`src/rtl/systolic2x2_sequencer_if.sv`:
```
// Job, array-drive and result channels of the 2x2 systolic sequencer.
// master = sequencer side, slave = job source / array / result consumer side.
interface systolic2x2_sequencer_if #(
  parameter int unsigned DATA_WIDTH = 4,
  parameter int unsigned ACC_WIDTH  = 9
);
  logic                    job_valid;
  logic                    job_ready;
  logic [4*DATA_WIDTH-1:0] job_a;
  logic [4*DATA_WIDTH-1:0] job_b;

  logic                    arr_in_valid;
  logic [DATA_WIDTH-1:0]   arr_a00, arr_a01, arr_a10, arr_a11;
  logic [DATA_WIDTH-1:0]   arr_b00, arr_b01, arr_b10, arr_b11;
  logic                    arr_out_valid;
  logic [ACC_WIDTH-1:0]    arr_c00, arr_c01, arr_c10, arr_c11;

  logic                    res_valid;
  logic                    res_ready;
  logic [4*ACC_WIDTH-1:0]  res_c;
  logic                    res_err;
  logic                    busy;

  modport master (
    input  job_valid, job_a, job_b, arr_out_valid,
    input  arr_c00, arr_c01, arr_c10, arr_c11, res_ready,
    output job_ready, arr_in_valid,
    output arr_a00, arr_a01, arr_a10, arr_a11,
    output arr_b00, arr_b01, arr_b10, arr_b11,
    output res_valid, res_c, res_err, busy
  );

  modport slave (
    output job_valid, job_a, job_b, arr_out_valid,
    output arr_c00, arr_c01, arr_c10, arr_c11, res_ready,
    input  job_ready, arr_in_valid,
    input  arr_a00, arr_a01, arr_a10, arr_a11,
    input  arr_b00, arr_b01, arr_b10, arr_b11,
    input  res_valid, res_c, res_err, busy
  );
endinterface

```
`src/rtl/systolic2x2_sequencer.sv`:
```
// Job-level controller for the 2x2 systolic array: skewed operand issue, result capture.
// Optional WAIT timeout enabled by defining SYSTOLIC_SEQ_TIMEOUT_EN.
module systolic2x2_sequencer #(
  parameter int unsigned DATA_WIDTH = 4,
  parameter int unsigned ACC_WIDTH  = 9,
  parameter int unsigned TIMEOUT    = 15
) (
  input  logic                            clk,
  input  logic                            rstn,
  systolic2x2_sequencer_if.master         bus
);
  localparam int unsigned DW = DATA_WIDTH;
  localparam int unsigned AW = ACC_WIDTH;

  if (TIMEOUT < 1) begin : g_timeout_check
    $error("TIMEOUT must be at least 1");
  end

  typedef enum logic [1:0] {StIdle, StIssue, StWait, StDone} state_e;

  state_e            state_q, state_d;
  logic [2:0]        t_q, t_d;
  logic [4*DW-1:0]   a_q, a_d, b_q, b_d;
  logic [4*AW-1:0]   c_q, c_d;

`ifdef SYSTOLIC_SEQ_TIMEOUT_EN
  localparam int unsigned WW = (TIMEOUT < 2) ? 1 : $clog2(TIMEOUT + 1);
  logic [WW-1:0]     w_q, w_d;
  logic              err_q, err_d;
`endif

  always_comb begin
    state_d = state_q;
    t_d     = t_q;
    a_d     = a_q;
    b_d     = b_q;
    c_d     = c_q;
`ifdef SYSTOLIC_SEQ_TIMEOUT_EN
    w_d     = w_q;
    err_d   = err_q;
`endif
    unique case (state_q)
      StIdle: begin
        if (bus.job_valid) begin
          a_d     = bus.job_a;
          b_d     = bus.job_b;
          t_d     = 3'd0;
          state_d = StIssue;
        end
      end
      StIssue: begin
        if (t_q == 3'd4) begin
          t_d     = 3'd0;
          state_d = StWait;
`ifdef SYSTOLIC_SEQ_TIMEOUT_EN
          w_d     = '0;
`endif
        end else begin
          t_d = t_q + 3'd1;
        end
      end
      StWait: begin
        // A response on the last allowed cycle beats the timeout.
        if (bus.arr_out_valid) begin
          c_d     = {bus.arr_c11, bus.arr_c10, bus.arr_c01, bus.arr_c00};
          state_d = StDone;
`ifdef SYSTOLIC_SEQ_TIMEOUT_EN
          err_d   = 1'b0;
        end else if (w_q == WW'(TIMEOUT - 1)) begin
          c_d     = '0;
          err_d   = 1'b1;
          state_d = StDone;
        end else begin
          w_d = w_q + 1'b1;
`endif
        end
      end
      StDone: begin
        if (bus.res_ready) state_d = StIdle;
      end
      default: state_d = StIdle;
    endcase
  end

  always_ff @(posedge clk or negedge rstn) begin
    if (!rstn) begin
      state_q <= StIdle;
      t_q     <= '0;
      a_q     <= '0;
      b_q     <= '0;
      c_q     <= '0;
`ifdef SYSTOLIC_SEQ_TIMEOUT_EN
      w_q     <= '0;
      err_q   <= 1'b0;
`endif
    end else begin
      state_q <= state_d;
      t_q     <= t_d;
      a_q     <= a_d;
      b_q     <= b_d;
      c_q     <= c_d;
`ifdef SYSTOLIC_SEQ_TIMEOUT_EN
      w_q     <= w_d;
      err_q   <= err_d;
`endif
    end
  end

  // Handshake outputs decode from state so reset clears them without waiting for a clock.
  assign bus.job_ready = rstn & (state_q == StIdle);
  assign bus.busy      = (state_q != StIdle);
  assign bus.res_valid = (state_q == StDone);
  assign bus.res_c     = c_q;
`ifdef SYSTOLIC_SEQ_TIMEOUT_EN
  assign bus.res_err   = err_q;
`else
  assign bus.res_err   = 1'b0;
`endif

  assign bus.arr_in_valid = ((state_q == StIssue) && (t_q >= 3'd2)) || (state_q == StWait);

  // Three-wavefront skew: B leads A by two steps.
  always_comb begin
    bus.arr_a00 = '0;
    bus.arr_a01 = '0;
    bus.arr_a10 = '0;
    bus.arr_a11 = '0;
    bus.arr_b00 = '0;
    bus.arr_b01 = '0;
    bus.arr_b10 = '0;
    bus.arr_b11 = '0;
    if (state_q == StIssue) begin
      case (t_q)
        3'd0: bus.arr_b01 = b_q[2*DW-1:DW];
        3'd1: begin
          bus.arr_b00 = b_q[DW-1:0];
          bus.arr_b10 = b_q[3*DW-1:2*DW];
        end
        3'd2: begin
          bus.arr_b11 = b_q[4*DW-1:3*DW];
          bus.arr_a00 = a_q[DW-1:0];
        end
        3'd3: begin
          bus.arr_a01 = a_q[2*DW-1:DW];
          bus.arr_a10 = a_q[3*DW-1:2*DW];
        end
        3'd4: bus.arr_a11 = a_q[4*DW-1:3*DW];
        default: ;
      endcase
    end
  end
endmodule

```
`src/flat_wrapper.sv`:
```
// flat-port wrapper written by rule: the top's interface ports become plain ports
module systolic2x2_sequencer_flat 
#(
  parameter int unsigned DATA_WIDTH = 4,
  parameter int unsigned ACC_WIDTH  = 9,
  parameter int unsigned TIMEOUT    = 15
)
  (clk, rstn, bus_job_valid, bus_job_a, bus_job_b, bus_arr_out_valid, bus_arr_c00, bus_arr_c01, bus_arr_c10, bus_arr_c11, bus_res_ready, bus_job_ready, bus_arr_in_valid, bus_arr_a00, bus_arr_a01, bus_arr_a10, bus_arr_a11, bus_arr_b00, bus_arr_b01, bus_arr_b10, bus_arr_b11, bus_res_valid, bus_res_c, bus_res_err, bus_busy);
  systolic2x2_sequencer_if #(.DATA_WIDTH(DATA_WIDTH), .ACC_WIDTH(ACC_WIDTH)) bus_i ();
  input  logic clk;
  input  logic rstn;
  input wire logic [$bits(bus_i.job_valid)-1:0] bus_job_valid;
  input wire logic [$bits(bus_i.job_a)-1:0] bus_job_a;
  input wire logic [$bits(bus_i.job_b)-1:0] bus_job_b;
  input wire logic [$bits(bus_i.arr_out_valid)-1:0] bus_arr_out_valid;
  input wire logic [$bits(bus_i.arr_c00)-1:0] bus_arr_c00;
  input wire logic [$bits(bus_i.arr_c01)-1:0] bus_arr_c01;
  input wire logic [$bits(bus_i.arr_c10)-1:0] bus_arr_c10;
  input wire logic [$bits(bus_i.arr_c11)-1:0] bus_arr_c11;
  input wire logic [$bits(bus_i.res_ready)-1:0] bus_res_ready;
  output wire logic [$bits(bus_i.job_ready)-1:0] bus_job_ready;
  output wire logic [$bits(bus_i.arr_in_valid)-1:0] bus_arr_in_valid;
  output wire logic [$bits(bus_i.arr_a00)-1:0] bus_arr_a00;
  output wire logic [$bits(bus_i.arr_a01)-1:0] bus_arr_a01;
  output wire logic [$bits(bus_i.arr_a10)-1:0] bus_arr_a10;
  output wire logic [$bits(bus_i.arr_a11)-1:0] bus_arr_a11;
  output wire logic [$bits(bus_i.arr_b00)-1:0] bus_arr_b00;
  output wire logic [$bits(bus_i.arr_b01)-1:0] bus_arr_b01;
  output wire logic [$bits(bus_i.arr_b10)-1:0] bus_arr_b10;
  output wire logic [$bits(bus_i.arr_b11)-1:0] bus_arr_b11;
  output wire logic [$bits(bus_i.res_valid)-1:0] bus_res_valid;
  output wire logic [$bits(bus_i.res_c)-1:0] bus_res_c;
  output wire logic [$bits(bus_i.res_err)-1:0] bus_res_err;
  output wire logic [$bits(bus_i.busy)-1:0] bus_busy;
  assign bus_i.job_valid = bus_job_valid;
  assign bus_i.job_a = bus_job_a;
  assign bus_i.job_b = bus_job_b;
  assign bus_i.arr_out_valid = bus_arr_out_valid;
  assign bus_i.arr_c00 = bus_arr_c00;
  assign bus_i.arr_c01 = bus_arr_c01;
  assign bus_i.arr_c10 = bus_arr_c10;
  assign bus_i.arr_c11 = bus_arr_c11;
  assign bus_i.res_ready = bus_res_ready;
  assign bus_job_ready = bus_i.job_ready;
  assign bus_arr_in_valid = bus_i.arr_in_valid;
  assign bus_arr_a00 = bus_i.arr_a00;
  assign bus_arr_a01 = bus_i.arr_a01;
  assign bus_arr_a10 = bus_i.arr_a10;
  assign bus_arr_a11 = bus_i.arr_a11;
  assign bus_arr_b00 = bus_i.arr_b00;
  assign bus_arr_b01 = bus_i.arr_b01;
  assign bus_arr_b10 = bus_i.arr_b10;
  assign bus_arr_b11 = bus_i.arr_b11;
  assign bus_res_valid = bus_i.res_valid;
  assign bus_res_c = bus_i.res_c;
  assign bus_res_err = bus_i.res_err;
  assign bus_busy = bus_i.busy;
  systolic2x2_sequencer #(.DATA_WIDTH(DATA_WIDTH), .ACC_WIDTH(ACC_WIDTH), .TIMEOUT(TIMEOUT)) u_core (.clk(clk), .rstn(rstn), .bus(bus_i));
endmodule
```
`config.mk`:
```
export PLATFORM = sky130hd
export DESIGN_NAME = systolic2x2_sequencer_flat
export DESIGN_NICKNAME = d
export VERILOG_FILES = /design/src/rtl/systolic2x2_sequencer_if.sv /design/src/rtl/systolic2x2_sequencer.sv /design/src/flat_wrapper.sv
export SDC_FILE = /design/constraint.sdc
export NUM_CORES = 1
export LEC_CHECK = 0
export CAP_MARGIN = 25
export CORE_UTILIZATION = 43
export CTS_CLUSTER_DIAMETER = 30
export CTS_CLUSTER_SIZE = 12
export DETAILED_ROUTE_END_ITERATION = 16
export PLACE_DENSITY = 0.83
export SYNTH_ARGS = -nofsm -noshare
export SYNTH_HDL_FRONTEND = slang
export SYNTH_SLANG_ARGS = --single-unit
export TNS_END_PERCENT = 50
```
`constraint.sdc`:
```
create_clock -name clk -period 3.1 [get_ports clk]
set_input_delay 0.31 -clock clk [delete_from_list [all_inputs] [get_ports clk]]
set_output_delay 0.31 -clock clk [all_outputs]
set_load 0.02 [all_outputs]
```
==> qor.log, run 1 <==
INFO  status         status=finished clean
INFO  global_routing busiest_layer_in_global_routing=met2
INFO  place          numPlacedInstances=460
INFO  pwr            switchingPower=1637uW
INFO  global_routing grt-ovfl-total=0
INFO  sta            maximum_achievable_frequency=373.8MHz
INFO  clock_network  post_cts.repair.setup_buffers=0
INFO  routing        drt.antenna.violating_nets=0
INFO  setup_path     cp_slowest_stage_delay=0.60ns
INFO  global_routing antenna_violations_before_repair=0
INFO  pwr            vdd.ir_drop.worst=0.6358mV
INFO  place          io_buffer_count=144
INFO  clock_network  postCtsHoldBufs=0
INFO  clock_network  clock_transition_time_at_the_flip_flop_clock_pins_of_the_worst_setup_and_hold_paths=0.08ns
INFO  clock_network  root_buffer=clkbuf_8
INFO  final_layout   antennaDiodeCount=0
INFO  sta            rsz0062_at_grt=false
INFO  pwr            leakagePower=0.002216uW
INFO  pwr            powerDensity=976.4mW/mm^2
INFO  synthesis      synth_nets=309
INFO  synthesis      synthTopCellsByArea=dfrtp_1 57%, mux2_2 21%, and3_1 6.3%
INFO  clock_network  cts_resized=0
INFO  routing        routed-via-count=2318
INFO  setup_path     worstPathCellList=inv_1, ha_1, buf_4, and2b_2, and3_1, clkdlybuf4s50_1
INFO  sta            clock_skew=0.009908ns
INFO  global_routing groute.usage.overall=0.2058
INFO  final_layout   multi_input_comb_area=0.001265mm^2
INFO  sta            final_hold_viol_count=0
INFO  pwr            swShare=0.3376
INFO  synthesis      synth_edf_count=0
INFO  setup_path     worst_path_max_delay_cell=clkdlybuf4s50_1
INFO  synthesis      synth_largest_area_cell=dfrtp_1
INFO  sta            tns=0ns
INFO  pwr            fraction_of_power_consumed_by_the_clock_network=0.186
INFO  setup_path     timing_worst_setup_path_type=reg -> out
INFO  floorplan      start_util=0.4557
INFO  routing        drt_pass1_iterations=4
INFO  worst_hold_path holdCritPathClass=in -> async
INFO  routing        drt_wl_total=7.422mm
INFO  synthesis      syn-mean-instance-area=14.02um^2
INFO  sta            slew_headroom=0.3817
INFO  synthesis      synth_seq_area_share=0.5741
INFO  final_layout   layoutNonFillerInstCount=476
INFO  flow_run       max_cap_violations=0
INFO  setup_path     startpoint_type=flop
INFO  sta            setup_violations=0
INFO  sta            worst_hold_slack=0.1759ns
INFO  floorplan      design.portCount=146
INFO  place          postPlaceCellArea=0.004723mm^2
INFO  final_layout   layout.nets=457
INFO  setup_path     reg2regPathDepth=5
INFO  synthesis      synth_top_flop_cell=dfrtp_1
INFO  clock_network  tritoncts_num_sinks=73
INFO  global_routing grt_use_met3=0.1093
INFO  synthesis      post_synth_num_cell_types=26
INFO  final_layout   seqCellArea=0.001827mm^2
INFO  global_routing use_met1=0.2494
INFO  pwr            fraction_of_power_consumed_by_combinational_cells=0.463
INFO  setup_path     worst-endpoint-required=2.79ns
INFO  setup_path     worst-endpoint-arrival=2.36ns
INFO  place          finalWeightedCongestion=0.7059
INFO  clock_network  cts_made_buffers=9
INFO  floorplan      die-area=0.007748mm^2
INFO  synthesis      async_flop_share=1.000
INFO  setup_path     critical_path.endpoint_type=primary output
INFO  routing        remaining_drc_errors=0
INFO  routing        number_of_drc_violations_after_detailed_routing_iteration_0=52
INFO  floorplan      floorplan.die.height=88.02um
INFO  synthesis      mappedNetlistArea=0.003182mm^2
INFO  synthesis      synthesis.instances=227
INFO  final_layout   fillers=522
INFO  routing        routedWlPerCell=15.59um
INFO  synthesis      yosys_warnings=0
INFO  global_routing grt_first_pass_wirelength=11.90mm
INFO  clock_network  clk-insertion-delay-late=0.34ns
INFO  synthesis      synth_top_cell_area_share=0.5741
INFO  floorplan      num_rows=30
INFO  floorplan      chipWidth=88.02um
INFO  pwr            seq_power_share=0.351
INFO  clock_network  tritoncts_clock_tree=done
INFO  sta            timing.final.crit_share=0.8629
INFO  setup_path     timing.critical_path.fanout_max=20
INFO  place          dp_hpwl=5.421mm
INFO  global_routing grt_pass1_vias=2477
INFO  clock_network  cts_max_level=3
INFO  floorplan      core_region_area=0.006982mm^2
INFO  final_layout   post_route_cells_drive_above_1_share=0.2237
INFO  sta            final.min_clock_period=2.675ns
INFO  sta            slew_at_the_pin_closest_to_its_max_slew_limit=0.9275ns
INFO  routing        viasPerCell=4.870
INFO  clock_network  ctsLongestPathBuffers=2
INFO  synthesis      ys_ff_latch=73
INFO  final_layout   final_cell_area=0.004967mm^2
INFO  sta            timing.final.max_slew_violations=0
INFO  setup_path     timing.reg2reg.setup_slack=1.12ns
INFO  global_routing grt_start_max_net_pins=74
INFO  pwr            finalPower=4850uW
INFO  pwr            internal-power=3212uW
INFO  global_routing globalRouteMet2Util=0.3192
INFO  final_layout   flow.area_growth_from_synthesis=56.11%
==> cell usage after synthesis (2+ instances only) <==
library cell and count:
and3_1 32, buf_2 6, clkbuf_1 3, dfrtp_1 73, ha_1 9, inv_1 8, mux2_1 8, mux2_2 60
nand2_1 6, nand2b_1 2, nor2b_1 3, o21ai_0 3
==> registers in the layout, indices dropped and copies added (netlist names) <==
register	cells
u_core.state_q	2
u_core.a_q	16
u_core.bus.res_c	36
u_core.b_q	16
u_core.t_q	3
==> path summary, 6_finish.rpt <==
kind | to | from
setup / recovery | bus_arr_b01[3] | u_core.state_q[1]
hold / removal | u_core.bus.res_c[35] | rstn
setup reg to reg | u_core.a_q[1] | u_core.state_q[0]
hold reg to reg | u_core.a_q[8] | u_core.a_q[8]
max in group asynchronous | u_core.a_q[5] | rstn
min in group clk | u_core.a_q[8] | u_core.a_q[8]
==> worst max-delay path, delay by kind of cell (launching register included) <==
kind	cells	cell delay, ns
simple gates	2	0.56
fa+ha+maj	1	0.14
flops	1	0.41
buf+inv	3	0.90
==> cell usage in the layout, fill, tap and decap left out, types with 4 or more instances in the layout <==
master           Yosys  routed
and3_1              32      32
dfrtp_1             73      73
nand2_1              6       6
clkdlybuf4s50_1      0     143
buf_4                1       4
clkbuf_8             0      10
mux2_1               8       8
inv_1                8       8
ha_1                 9       9
mux2_2              60      60
==> through the flow <==
step,utilization,worst slack [ns]
after floorplan,-,1.438
after global placement,0.6765,0.8787
after detailed placement,0.6765,0.7970
after CTS,0.7115,0.4182
after global routing,0.7115,0.2383
final,0.7115,0.4251
==> per-layer routing <==
layer / share of wire / vias to the layer above
met3: 0.12 / 11
li1: - / 1086
met4: 0.014 / 0
met5: 0 / -
met2: 0.46 / 112
met1: 0.40 / 1109
==> power groups by stage <==
| stage | Clock, uW | Sequential, uW | Combinational [uW] |
|---|---|---|---|
| final | 903 | 1700 | 2240 |
| after global routing | 964 | 1770 | 2410 |
| after CTS | 917 | 1710 | 2270 |
| after detailed placement | 0 | 1720 | 2260 |
| after global placement | 0 | 1690 | 2210 |
| after floorplan | 0 | 1960 | 1030 |
==> logic make-up (layout without fill, tap and decap cells) <==
| family | after synthesis | count (layout) | synth area share |
|---|---|---|---|
| AO/OA/AOI/OAI | 7 | 7 | 0.02202 |
| adder cells (fa/ha/maj) | 9 | 9 | 0.03539 |
| buffers and inverters | 19 | 172 | 0.02831 |
| flip-flops | 73 | 73 | 0.5741 |
| multiplexers | 70 | 70 | 0.2485 |
| other | 1 | 1 | 0.001179 |
| AND/OR/NAND/NOR | 48 | 48 | 0.09045 |
==> area by class of cell <==
cell class | count | area share
repair buffers | 148 | 0.2982
clock buffers | 11 | 0.02846
clock inverters | 5 | 0.02065
inverters | 8 | 0.006045
flip-flops and latches | 73 | 0.3678
well taps | 96 | 0.02418
multi-input cells | 135 | 0.2547
(Power assumes the default switching activity.)
==> run 2: changes to the inputs <==
CORE_UTILIZATION = 45   (was 43)
PLACE_DENSITY = 0.86   (was 0.83)
SLEW_MARGIN = 0   (was default)
==> qor.log, run 2 (same netlist as run 1, synthesis figures left out) <==
INFO  status         status=finished clean
INFO  global_routing grt_start_max_net_pins=74
INFO  final_layout   multi_input_comb_area=0.001265mm^2
INFO  pwr            leakagePower=0.002190uW
INFO  clock_network  cts_max_level=3
INFO  setup_path     timing.critical_path.fanout_max=20
INFO  setup_path     timing_worst_setup_path_type=reg -> out
INFO  sta            timing.final.max_slew_violations=0
INFO  sta            tns=0ns
INFO  clock_network  post_cts.repair.setup_buffers=0
INFO  clock_network  clock_transition_time_at_the_flip_flop_clock_pins_of_the_worst_setup_and_hold_paths=0.07ns
INFO  place          numPlacedInstances=460
INFO  global_routing groute.usage.overall=0.2120
INFO  floorplan      chipWidth=86.09um
INFO  clock_network  root_buffer=clkbuf_8
INFO  final_layout   layout_commonest_cell=clkdlybuf4s50_1
INFO  final_layout   post_route_cells_drive_above_1_share=0.2211
INFO  pwr            vdd.ir_drop.worst=0.6874mV
INFO  pwr            powerDensity=938.7mW/mm^2
INFO  sta            final_hold_viol_count=0
INFO  floorplan      core_region_area=0.006794mm^2
INFO  final_layout   seqCellArea=0.001827mm^2
INFO  worst_hold_path holdCritPathClass=in -> async
INFO  sta            slew_headroom=0.4031
INFO  sta            setup_violations=0
INFO  sta            final_critical_path_setup_slack=0.4284ns
INFO  routing        number_of_drc_violations_after_detailed_routing_iteration_0=86
INFO  final_layout   final_cell_area=0.004897mm^2
INFO  routing        viasPerCell=4.880
INFO  floorplan      design.portCount=146
INFO  floorplan      die-area=0.007411mm^2
INFO  sta            clock_skew=0.005638ns
INFO  sta            rsz0062_at_grt=false
INFO  clock_network  cts_resized=0
INFO  sta            final.min_clock_period=2.672ns
INFO  setup_path     startpoint_type=flop
INFO  sta            slew_at_the_pin_closest_to_its_max_slew_limit=0.8953ns
INFO  place          detailedPlace.worstSlack=0.8010ns
INFO  clock_network  tritoncts_clock_tree=done
INFO  clock_network  clk-insertion-delay-late=0.34ns
INFO  routing        drt.antenna.violating_nets=0
INFO  flow_run       max_cap_violations=0
INFO  global_routing grt_first_pass_wirelength=11.77mm
INFO  final_layout   layoutNonFillerInstCount=476
INFO  place          dp_hpwl=5.379mm
INFO  clock_network  ctsLongestPathBuffers=2
INFO  final_layout   flow.area_growth_from_synthesis=53.91%
INFO  setup_path     worstPathCellList=inv_1, ha_1, buf_4, and2b_2, and3_1, clkdlybuf4s50_1
INFO  final_layout   layout.cells.most_common_list=143 x clkdlybuf4s50_1, 73 x dfrtp_1, 60 x mux2_2
INFO  setup_path     cp_slowest_stage_delay=0.60ns
INFO  global_routing antenna_violations_before_repair=0
INFO  sta            maximum_achievable_frequency=374.3MHz
INFO  setup_path     critical_path.endpoint_type=primary output
INFO  place          io_buffer_count=144
INFO  sta            timing.final.crit_share=0.8618
INFO  routing        routedWlPerCell=15.47um
INFO  floorplan      num_rows=30
INFO  floorplan      floorplan.die.height=86.09um
INFO  floorplan      start_util=0.4683
INFO  place          finalWeightedCongestion=0.7428
INFO  clock_network  postCtsHoldBufs=0
INFO  global_routing grt_pass1_vias=2463
INFO  clock_network  tritoncts_num_sinks=73
INFO  final_layout   antennaDiodeCount=0
INFO  routing        drt_wl_total=7.363mm
INFO  setup_path     worst_path_max_delay_cell=clkdlybuf4s50_1
INFO  routing        drt_pass1_iterations=4
INFO  place          postPlaceCellArea=0.004723mm^2
INFO  final_layout   fillers=467
INFO  clock_network  cts_made_buffers=9
INFO  global_routing grt-ovfl-total=0
INFO  setup_path     worst-endpoint-required=2.79ns
INFO  setup_path     worst-endpoint-arrival=2.36ns
INFO  final_layout   layout.nets=457
INFO  sta            worst_hold_slack=0.2128ns
INFO  routing        remaining_drc_errors=0
INFO  routing        routed-via-count=2323
INFO  final_layout   largest_register_ffs=36
run 2: cell count changes in the layout (fill, tap and decap cells not counted), sizes merged:
| cell | before | now |
|---|---|---|
| clkinv | 1 | 3 |
| bufinv | 3 | 0 |
| clkbuf | 11 | 13 |
| clkinvlp | 1 | 0 |
run 2: final cells by class:
cell class / count / area share
clock buffers: 13 / 0.03245
clock inverters: 3 / 0.003066
inverters: 8 / 0.006132
multi-input cells: 135 / 0.2583
flip-flops and latches: 73 / 0.3730
well taps: 96 / 0.02453
repair buffers: 148 / 0.3025
run 2: worst max-delay path: cells and delay by family (launching register included):
kind,cells,cell delay (ns)
buffers and inverters,3,0.91
and+or+nand+nor,2,0.54
adders and majority gates,1,0.15
DFF,1,0.41
run 2: final timing paths:
| path | endpoint | slack (ns) | from | cells after the start |
|---|---|---|---|---|
| max | bus_arr_b00[3] | 0.43 | u_core.state_q[1] | 6 |
| min | u_core.a_q[8] | 0.21 | rstn | 2 |
| max reg2reg | u_core.b_q[6] | 1.12 | u_core.state_q[0] | 5 |
| min reg2reg | u_core.a_q[9] | 0.49 | u_core.a_q[9] | 1 |
| max in group asynchronous | u_core.bus.res_c[25] | 2.32 | rstn | 2 |
| min in group clk | u_core.a_q[9] | 0.49 | u_core.a_q[9] | 1 |
run 2: power by group:
part | switching [uW] | internal (uW) | leakage [uW]
Clock | 322 | 331 | 0.0000932
Combinational | 1030 | 1220 | 0.00123
Sequential | 257 | 1440 | 0.000867
run 2: through the flow:
step                      power [uW]  utilization
after detailed placement        3971       0.6952
after global routing            4893       0.7208
after CTS                       4655       0.7208
final                           4597       0.7208
after global placement          3896       0.6952
after floorplan                 2990            -
run 2: metal layers:
metal,wire length (um),global-route usage
met5,0,0
met4,170,0.1030
met3,829,0.09625
met2,3367,0.3341
met1,2995,0.2457
